[src/rtl/uart_channel_sequencer_pkg.sv]
// Shared definitions for the host-side UART channel sequencer: FSM encoding,
// control/status byte field positions and small field helpers.
package uart_channel_sequencer_pkg;

    typedef enum logic [2:0] {
        IDLE      = 3'd0,
        DISPATCH  = 3'd1,
        WAIT_RESP = 3'd2,
        SEND      = 3'd3,
        WAIT_TX   = 3'd4
    } seq_state_e;

    localparam int unsigned CTRL_CH_LSB  = 0;
    localparam int unsigned CTRL_CH_MSB  = 3;
    localparam int unsigned CTRL_OP_LSB  = 4;
    localparam int unsigned CTRL_OP_MSB  = 7;

    localparam int unsigned STAT_BADCH   = 7;
    localparam int unsigned STAT_TIMEOUT = 6;
    localparam int unsigned STAT_CH_MSB  = 3;

    function automatic logic ch_in_range(input logic [3:0] ch, input int unsigned num_ch);
        return {28'd0, ch} < num_ch;
    endfunction

    // Bits [5:4] of the status byte are always zero.
    function automatic logic [7:0] make_status(input logic badch, input logic tmo,
                                               input logic [3:0] ch);
        logic [7:0] s;
        s = '0;
        s[STAT_BADCH]      = badch;
        s[STAT_TIMEOUT]    = tmo;
        s[STAT_CH_MSB:0]   = ch;
        return s;
    endfunction

endpackage

[src/rtl/uart_resp_select.sv]
// Combinational NUM_CH:1 response slice mux plus one-hot decode of the channel id.
module uart_resp_select
    import uart_channel_sequencer_pkg::*;
#(
    parameter int unsigned WIDTH  = 4,
    parameter int unsigned NUM_CH = 3
) (
    input  logic [3:0]                  ch_i,
    input  logic [NUM_CH*WIDTH*8-1:0]   resp_data_i,
    output logic [WIDTH*8-1:0]          data_o,
    output logic [NUM_CH-1:0]           onehot_o
);

    // Out-of-range ids decode to no channel and zero data.
    always_comb begin
        data_o   = '0;
        onehot_o = '0;
        for (int unsigned i = 0; i < NUM_CH; i++) begin
            if (ch_i == 4'(i)) begin
                onehot_o[i] = 1'b1;
                data_o      = resp_data_i[i*WIDTH*8 +: WIDTH*8];
            end
        end
    end

endmodule

[src/rtl/uart_channel_sequencer.sv]
// Host-side sequencer: latches one UART host packet, routes it to a client
// channel, waits for its response or a timeout, then returns status + data.
module uart_channel_sequencer
    import uart_channel_sequencer_pkg::*;
#(
    parameter int unsigned WIDTH          = 4,
    parameter int unsigned NUM_CH         = 3,
    parameter int unsigned TIMEOUT_CYCLES = 100000
) (
    input  logic                        masterClock,
    input  logic                        reset,
    input  logic [7:0]                  uioControl,
    input  logic [WIDTH*8-1:0]          uioInputData,
    input  logic                        uioDataReceived,
    output logic                        uioClearDR,
    output logic                        uioTransmit,
    input  logic                        uioTransmitting,
    output logic [7:0]                  uioStatus,
    output logic [WIDTH*8-1:0]          uioOutputData,
    output logic [NUM_CH-1:0]           cmdValid,
    input  logic [NUM_CH-1:0]           cmdReady,
    output logic [3:0]                  cmdOp,
    output logic [WIDTH*8-1:0]          cmdData,
    input  logic [NUM_CH-1:0]           respValid,
    output logic [NUM_CH-1:0]           respReady,
    input  logic [NUM_CH*WIDTH*8-1:0]   respData,
    output logic                        busy
);

    // One spare count above TIMEOUT_CYCLES so the >= compare cannot wrap
    // when a handshake wins the race against the timeout.
    localparam int unsigned    TW     = $clog2(TIMEOUT_CYCLES + 2);
    localparam logic [TW-1:0]  TO_VAL = TW'(TIMEOUT_CYCLES);

    seq_state_e             state_q;
    logic [TW-1:0]          timer_q;
    logic [3:0]             ch_q;
    logic                   clear_q;
    logic                   transmit_q;
    logic [7:0]             status_q;
    logic [WIDTH*8-1:0]     odata_q;
    logic [NUM_CH-1:0]      cmd_valid_q;
    logic [3:0]             op_q;
    logic [WIDTH*8-1:0]     cdata_q;
    logic [NUM_CH-1:0]      resp_ready_q;

    logic [3:0]             ctrl_ch;
    logic [3:0]             ctrl_op;
    logic [TW-1:0]          timer_d;
    logic [NUM_CH-1:0]      ch_onehot;
    logic [WIDTH*8-1:0]     sel_data;
    logic                   cmd_fire;
    logic                   resp_fire;
    logic                   timeout_hit;

    uart_resp_select #(
        .WIDTH  (WIDTH),
        .NUM_CH (NUM_CH)
    ) u_resp_select (
        .ch_i        (ch_q),
        .resp_data_i (respData),
        .data_o      (sel_data),
        .onehot_o    (ch_onehot)
    );

    assign ctrl_ch     = uioControl[CTRL_CH_MSB:CTRL_CH_LSB];
    assign ctrl_op     = uioControl[CTRL_OP_MSB:CTRL_OP_LSB];
    assign timer_d     = timer_q + TW'(1);
    assign cmd_fire    = |(cmd_valid_q & cmdReady & ch_onehot);
    assign resp_fire   = |(respValid & resp_ready_q & ch_onehot);
    assign timeout_hit = (TIMEOUT_CYCLES != 0) && (timer_d >= TO_VAL);

    always_ff @(posedge masterClock) begin
        if (reset) begin
            state_q      <= IDLE;
            timer_q      <= '0;
            ch_q         <= '0;
            clear_q      <= 1'b0;
            transmit_q   <= 1'b0;
            status_q     <= '0;
            odata_q      <= '0;
            cmd_valid_q  <= '0;
            op_q         <= '0;
            cdata_q      <= '0;
            resp_ready_q <= '1;
        end else begin
            clear_q <= 1'b0;
            case (state_q)
                IDLE: begin
                    resp_ready_q <= '1;
                    if (uioDataReceived) begin
                        ch_q         <= ctrl_ch;
                        op_q         <= ctrl_op;
                        cdata_q      <= uioInputData;
                        clear_q      <= 1'b1;
                        timer_q      <= '0;
                        odata_q      <= '0;
                        resp_ready_q <= '0;
                        if (ch_in_range(ctrl_ch, NUM_CH)) begin
                            status_q <= make_status(1'b0, 1'b0, ctrl_ch);
                            state_q  <= DISPATCH;
                        end else begin
                            status_q <= make_status(1'b1, 1'b0, ctrl_ch);
                            state_q  <= SEND;
                        end
                    end
                end
                DISPATCH: begin
                    timer_q <= timer_d;
                    if (cmd_fire) begin
                        cmd_valid_q  <= '0;
                        resp_ready_q <= ch_onehot;
                        state_q      <= WAIT_RESP;
                    end else if (timeout_hit) begin
                        cmd_valid_q            <= '0;
                        status_q[STAT_TIMEOUT] <= 1'b1;
                        transmit_q             <= 1'b1;
                        state_q                <= SEND;
                    end else begin
                        cmd_valid_q <= ch_onehot;
                    end
                end
                WAIT_RESP: begin
                    timer_q <= timer_d;
                    if (resp_fire) begin
                        odata_q      <= sel_data;
                        resp_ready_q <= '0;
                        transmit_q   <= 1'b1;
                        state_q      <= SEND;
                    end else if (timeout_hit) begin
                        resp_ready_q           <= '0;
                        status_q[STAT_TIMEOUT] <= 1'b1;
                        transmit_q             <= 1'b1;
                        state_q                <= SEND;
                    end
                end
                SEND: begin
                    if (uioTransmitting) begin
                        transmit_q <= 1'b0;
                        state_q    <= WAIT_TX;
                    end else begin
                        transmit_q <= 1'b1;
                    end
                end
                WAIT_TX: begin
                    transmit_q <= 1'b0;
                    if (!uioTransmitting) begin
                        resp_ready_q <= '1;
                        state_q      <= IDLE;
                    end
                end
                default: state_q <= IDLE;
            endcase
        end
    end

    assign uioClearDR    = clear_q;
    assign uioTransmit   = transmit_q;
    assign uioStatus     = status_q;
    assign uioOutputData = odata_q;
    assign cmdValid      = cmd_valid_q;
    assign cmdOp         = op_q;
    assign cmdData       = cdata_q;
    assign respReady     = resp_ready_q;
    assign busy          = (state_q != IDLE);

endmodule

[config.mk]
export PLATFORM = sky130hd
export DESIGN_NAME = uart_channel_sequencer
export DESIGN_NICKNAME = d
export VERILOG_FILES = /design/src/rtl/uart_channel_sequencer_pkg.sv /design/src/rtl/uart_resp_select.sv /design/src/rtl/uart_channel_sequencer.sv
export SDC_FILE = /design/constraint.sdc
export NUM_CORES = 1
export LEC_CHECK = 0
export BUFFER_PORTS_ARGS = -buffer_cell sky130_fd_sc_hd__buf_2
export CORE_ASPECT_RATIO = 2
export CORE_MARGIN = 8
export CORE_UTILIZATION = 40
export CTS_BUF_LIST = sky130_fd_sc_hd__clkbuf_8
export DETAILED_ROUTE_END_ITERATION = 6
export PLACE_DENSITY = 0.69
export SYNTH_ARGS = -nofsm -noshare
export SYNTH_HDL_FRONTEND = slang
export SYNTH_SLANG_ARGS = --single-unit
export TNS_END_PERCENT = 20
[constraint.sdc]
create_clock -name masterClock -period 4.25 [get_ports masterClock]
set_clock_uncertainty 0.15 [all_clocks]
set_input_delay 0.2125 -clock masterClock [delete_from_list [all_inputs] [get_ports masterClock]]
set_output_delay 0.2125 -clock masterClock [all_outputs]
set_load 0.005 [all_outputs]
Yosys cells after proc, flatten, opt, wreduce, memory -nomap -nowiden
Cells that the tools add are included.
{"block": "word_totals", "register_bits": 108, "out_inout_bits": 85, "wordCells": 92}
{"block": "classes", "addsub": 1, "order_cmp": 2, "eq_ne": 14, "n_mux": 39, "bitwise": 5, "n_reduce_logical": 19}
{"operator": "$mux W32", "count": 5}
{"operator": "$pmux W32 S2", "count": 1}
{"operator": "$mux W3", "count": 13}
{"operator": "$pmux W17 S2", "count": 1}
{"operator": "$add A17 B1 Y17 const B", "count": 1}
{"operator": "$ge A17 B17 Y1 const B", "count": 1}
{"operator": "$mux W17", "count": 1}
{"operator": "$pmux W3 S5", "count": 1}
{"operator": "$ne A2 B2 Y1 const B", "count": 7}
{"operator": "$and A3 B3 Y3", "count": 4}
{"operator": "$pmux W3 S4", "count": 1}
{"operator": "$mux W1", "count": 11}
{"operator": "$mux W8", "count": 1}
{"operator": "$reduce_and A4 Y1", "count": 2}
{"operator": "$reduce_bool A4 Y1", "count": 2}
{"operator": "$mux W7", "count": 1}
{"operator": "$eq A3 B2 Y1 const B", "count": 2}
{"operator": "$reduce_and A2 Y1", "count": 3}
{"operator": "$reduce_and A3 Y1", "count": 2}
{"operator": "$reduce_bool A3 Y1", "count": 2}
{"operator": "$reduce_or A3 Y1", "count": 2}
{"operator": "$eq A4 B1 Y1 const B", "count": 1}
{"operator": "$eq A4 B2 Y1 const B", "count": 1}
{"operator": "$logic_not A4 Y1", "count": 1}
{"operator": "other kinds (11)", "count": 13}

Depth between registers and ports, before layout
{"block": "logic_depth", "ltp_word": 6, "mapped_depth": 9, "depth_no_buf": 8}

By module
Synthesis repeated with hierarchy kept, for this count alone.
{"block": "hier_totals", "cells_unflattened": 694, "area_unflattened_um2": 5346.4}
{"mod": "uart_channel_sequencer", "instances": 1, "cells_per_inst": 580, "area_each_um2": 4474.3}
{"mod": "uart_resp_select", "instances": 1, "cells_per_inst": 114, "area_each_um2": 872.1}

Least setup slack after synthesis
No wires, ideal clock.
{"block": "synth_timing", "kind": "reg-to-reg", "from": "register timer_q[0]", "to": "register resp_ready_q[0] (netlist: respReady[0])", "setup_time_ns": 0.072, "t_arrival_ns": 2.232, "t_required_ns": 4.028, "path_slack_ns": 1.797, "path_stages_with_launch": 9, "period_less_slack_ns": 2.453, "path_cell_list": "dfxtp_1 > ha_1 > nand3_2 > or3_4 > o311ai_1 > a21oi_1 > o31a_4 > o41ai_4 > mux2i_1"}
{"block": "synth_between", "elab_chain_cells": 4}
{"element": "start, declared", "line": "uart_channel_sequencer.sv:36", "rtl": "logic [TW-1:0] timer_q;"}
{"element": "start signal, assigned", "line": "uart_channel_sequencer.sv:109", "rtl": "timer_q <= timer_d;"}
{"element": "start signal, assigned", "line": "uart_channel_sequencer.sv:124", "rtl": "timer_q <= timer_d;"}
{"element": "$add A17 B1 Y17", "line": "uart_channel_sequencer.sv:68", "rtl": "assign timer_d = timer_q + TW'(1);"}
{"element": "$ge A17 B17 Y1", "line": "uart_channel_sequencer.sv:71", "rtl": "assign timeout_hit = (TIMEOUT_CYCLES != 0) && (timer_d >= TO_VAL);"}
{"element": "$ne A3 B3 Y1 (no source line)"}
{"element": "$reduce_and A4 Y1 (no source line)"}
{"element": "end signal, assigned", "line": "uart_channel_sequencer.sv:112", "rtl": "resp_ready_q <= ch_onehot;"}
{"element": "end, declared", "line": "uart_channel_sequencer.sv:45", "rtl": "logic [NUM_CH-1:0] resp_ready_q;"}
Every way passes these cells.
A chain may end at the register's enable or synchronous reset.

Final worst setup path
{"block": "layout_timing", "from": "register state_q[1]", "to": "register timer_q[3]"}
{"block": "layout_between", "elab_chain_cells": 4, "elab_cells_between_ends": 8, "classes_between": "3 x eq/ne; 1 x mux; 4 x reduce/logical"}
{"element": "start, declared", "line": "uart_channel_sequencer.sv:35", "rtl": "seq_state_e state_q;"}
{"element": "start signal, assigned", "line": "uart_channel_sequencer.sv:75", "rtl": "state_q <= IDLE;"}
{"element": "start signal, assigned", "line": "uart_channel_sequencer.sv:101", "rtl": "state_q <= DISPATCH;"}
{"element": "start signal, assigned", "line": "uart_channel_sequencer.sv:104", "rtl": "state_q <= SEND;"}
{"element": "$eq A3 B2 Y1 or $eq A3 B1 Y1 (tied branches)", "line": "uart_channel_sequencer.sv:88", "rtl": "case (state_q)"}
{"element": "$reduce_or A2 Y1 (no source line)"}
{"element": "$reduce_bool A2 Y1 (no source line)"}
{"element": "$reduce_and A2 Y1 (no source line)"}
Parallel ways exist; a longest one is shown, timed or not.

==> results.sh <==
export IMPL_synth_edf_count=0
export IMPL_cts_sinks=102
export IMPL_max_freq_mhz=358
export IMPL_track_usage_pct=21.1
export IMPL_design_core_area_sq_um=12100
export IMPL_cts_setup_buffers=0
export IMPL_startpoint_type="flip-flop"
export IMPL_critPathTopFamily="simple AND/OR/NAND/NOR gates"
export IMPL_status="finished clean"
export IMPL_worst_ep_required_time_ps=4390
export IMPL_fin_nets=1053
export IMPL_drive_gt1_share_pct=29.6
export IMPL_ys_flop_type="dfxtp_1"
export IMPL_io_buffers=228
export IMPL_antenna_found_initial=0
export IMPL_syn_avg_cell_area_sq_um=7.38
export IMPL_place_gp_congestion=0.901
export IMPL_cts_buffers=9
export IMPL_hold_viol_final=0
export IMPL_post_place_cells=1001
export IMPL_path_buf_inv=0
export IMPL_synth_largest_area_cell="dfxtp_1"
export IMPL_finalSetupViolCount=0
export IMPL_grt_max_degree=103
export IMPL_max_stage_delay_ps=700
export IMPL_grt_pass1_wl_microns=27800
export IMPL_cp_end_kind="flip-flop"
export IMPL_postSynthCellCount=668
export IMPL_root_buffer="clkbuf_8"
export IMPL_synth_compound_area_share_pct=31.3
export IMPL_wirelength_microns=17900
export IMPL_synth_xor_area_share_pct=0
export IMPL_fillers=1202
export IMPL_core_rowCount=57
export IMPL_relSlewSlack_pct=26.2
export IMPL_drt_iter0_markers=314
export IMPL_power_density_nw_per_um2=393
export IMPL_drv_slew=0
export IMPL_critPathKind="flip-flop to flip-flop"
export IMPL_async_flop_share_pct=0
export IMPL_rsz0062_at_grt="false"
export IMPL_grt_pass1_vias=5413
export IMPL_syn_cell_area_sq_um=4930
export IMPL_worstMarginPinSlew_ps=1110
export IMPL_yosys_area_share_simple_pct=21.2
export IMPL_vdd_drop_max_mv=0.228
export IMPL_ys_seq_elements=102
export IMPL_clk_pin_slew_ps=110
export IMPL_fin_cells=1058
export IMPL_dr_pass1_iters=4
export IMPL_start_util_pct=40.6
export IMPL_crit_path_max_fanout=16
export IMPL_dr_total_vias=5656
export IMPL_fin_setup_tns_ps=0
export IMPL_insertion_delay_ps=370
export IMPL_drc=0
export IMPL_die_x_microns=94.5
export IMPL_io_pins=231
export IMPL_max_cap_violations=0
export IMPL_synth_area_top_cells="dfxtp_1, a21oi_1, nand2_1"
export IMPL_vias_per_cell=5.35
export IMPL_crit_chain="nand2b_1, nor2_2, nor2_1, or4b_2, a21oi_1"
export IMPL_cts_tree="done"
export IMPL_antenna_cells=0
export IMPL_yosysSeqAreaShare_pct=41.4
export IMPL_rrSetupSlack_ps=1460
export IMPL_synth_mux_area_share_pct=0.609
export IMPL_ant_nets=0
export IMPL_synth_top_family_by_area="compound AO/OA/AOI/OAI gates"
export IMPL_min_path_type="input pin to flip-flop"
export IMPL_die_y_microns=173
export IMPL_leakagePower_nw=2.85
export IMPL_wl_per_cell_microns=16.9
export IMPL_synthToLayoutAreaGrowth_pct=37.2
export IMPL_crit_slowest_cell="or4b_2"
export IMPL_place_hpwl_microns=12600
export IMPL_gr_total_overflow=0
export IMPL_clockBufferDepth=2
export IMPL_finalCritPeriodShare_pct=65.7
export IMPL_ys_warn_count=0
export IMPL_cts_htree_levels=3
export IMPL_synth_fa_ha_area_share_pct=0.254
export IMPL_dieArea_sq_um=16300
export IMPL_worst_ep_arrival_time_ps=2930
export IMPL_synth_top_cell_area_share_pct=41.4
export IMPL_period_needed_ps=2790
export IMPL_synth_cell_type_count=55
[cell usage after synthesis (all sizes together), types with 2 or more instances]
library cell and number:
a21oi 99, and3 3, a21boi 2, nand2 128
o21ai 91, nor3 11, nor4 3, nand2b 4
mux2i 3, a311oi 6, dfxtp 102, clkbuf 47
a32o 3, a22oi 2, nor2b 4, nand4 3
nand3 8, nor4b 2, a32oi 2, a31oi 3
nor2 67, inv 6, buf 6, a211oi 38
o311ai 2
[metrics by stage]
stage                     setup slack, ps  hold WS, ps  utilization, %  cell area [sq um]  total power, mW
after floorplan                      1800          198               -               4930             1.65
after CTS                            1450         58.1            55.7               6760             2.68
after detailed placement             1470          293            50.6               6130             1.99
final                                1460         72.8            55.7               6760             2.66
after global routing                 1230         68.2            55.7               6760             2.83
after global placement               1520          289            50.6               6130             1.98
[state kept, by name (all words and copies together), names as in the netlist]
name           cells
cmdData           32
uioTransmit        1
cmdValid           3
ch_q               3
uioOutputData     32
cmdOp              4
uioStatus          3
timer_q           17
uioClearDR         1
state_q            3
respReady          3
[power by group]
part           leakage (nW)  internal [mW]  switching, mW
clock network         0.109          0.298          0.364
logic                  1.91          0.334          0.534
registers             0.830           1.05         0.0755
[per-layer routing]
| layer | track usage, % | up-vias | share of wire (%) |
|---|---|---|---|
| li1 | - | 2833 | - |
| met1 | 22.7 | 2596 | 37 |
| met2 | 37.8 | 182 | 55 |
| met3 | 3.86 | 45 | 4.9 |
| met4 | 9.77 | 0 | 3.8 |
| met5 | 0 | - | 0 |
[final timing paths]
check                endpoint    startpoint  depth (start not counted)
max                timer_q[3]    state_q[1]                          5
min          uioOutputData[9]  respData[41]                          5
max reg2reg        timer_q[3]    state_q[1]                          5
min reg2reg       cmdData[10]   cmdData[10]                          2
[tightest hold or removal path, cell delays in order]
cell and delay, ps:
buf_2 100, nand2_1 40, a211oi_1 50, a21oi_1 110, nor2_1 50
[cells in the final DEF (no fill, tap or decap), types with 3 or more instances in the layout]
| cell type | netlist | final |
|---|---|---|
| dfxtp_1 | 102 | 102 |
| buf_4 | 2 | 11 |
| inv_1 | 6 | 6 |
| buf_2 | 0 | 227 |
| nor4_1 | 3 | 3 |
| nor2_1 | 67 | 65 |
| nor3_1 | 11 | 10 |
| mux2i_1 | 3 | 3 |
| and3_1 | 3 | 3 |
| a32o_1 | 3 | 3 |
| nand3_1 | 6 | 6 |
| a21oi_1 | 99 | 98 |
| dlygate4sd3_1 | 0 | 41 |
| nand2_1 | 128 | 128 |
| clkbuf_8 | 0 | 10 |
| o21ai_0 | 90 | 90 |
| a31oi_1 | 3 | 3 |
| clkinv_4 | 0 | 3 |
| nand2b_1 | 4 | 4 |
| nor2b_1 | 4 | 4 |
| a211oi_1 | 38 | 38 |
| a311oi_1 | 6 | 6 |
[final cells by class]
| class | count | area (sq um) | share of cell area, % |
|---|---|---|---|
| Clock buffer | 10 | 138 | 2.04 |
| Tap cell | 147 | 184 | 2.72 |
| Multi-Input combinational cell | 508 | 2670 | 39.5 |
| Clock inverter | 6 | 76.3 | 1.13 |
| Timing Repair Buffer | 279 | 1630 | 24.1 |
| Inverter | 6 | 22.5 | 0.333 |
| Sequential cell | 102 | 2040 | 30.2 |
[cells by family (layout without fill, tap and decap cells)]
family | Yosys count | after routing
multiplexers | 3 | 3
AO/OA/AOI/OAI | 261 | 261
AND/OR/NAND/NOR | 241 | 241
other | 1 | 2
adder cells (fa/ha/maj) | 1 | 1
flip-flops | 102 | 102
buffers and inverters | 59 | 301
[timing repair]
item / in CTS / in global routing
hold buffers: 41 / 0
endpoints found under the hold margin: 41 / 0
gates resized for setup: 0 / 0
endpoints found under the setup margin: 0 / 0
Note: power is estimated with default switching activity, not from simulation.
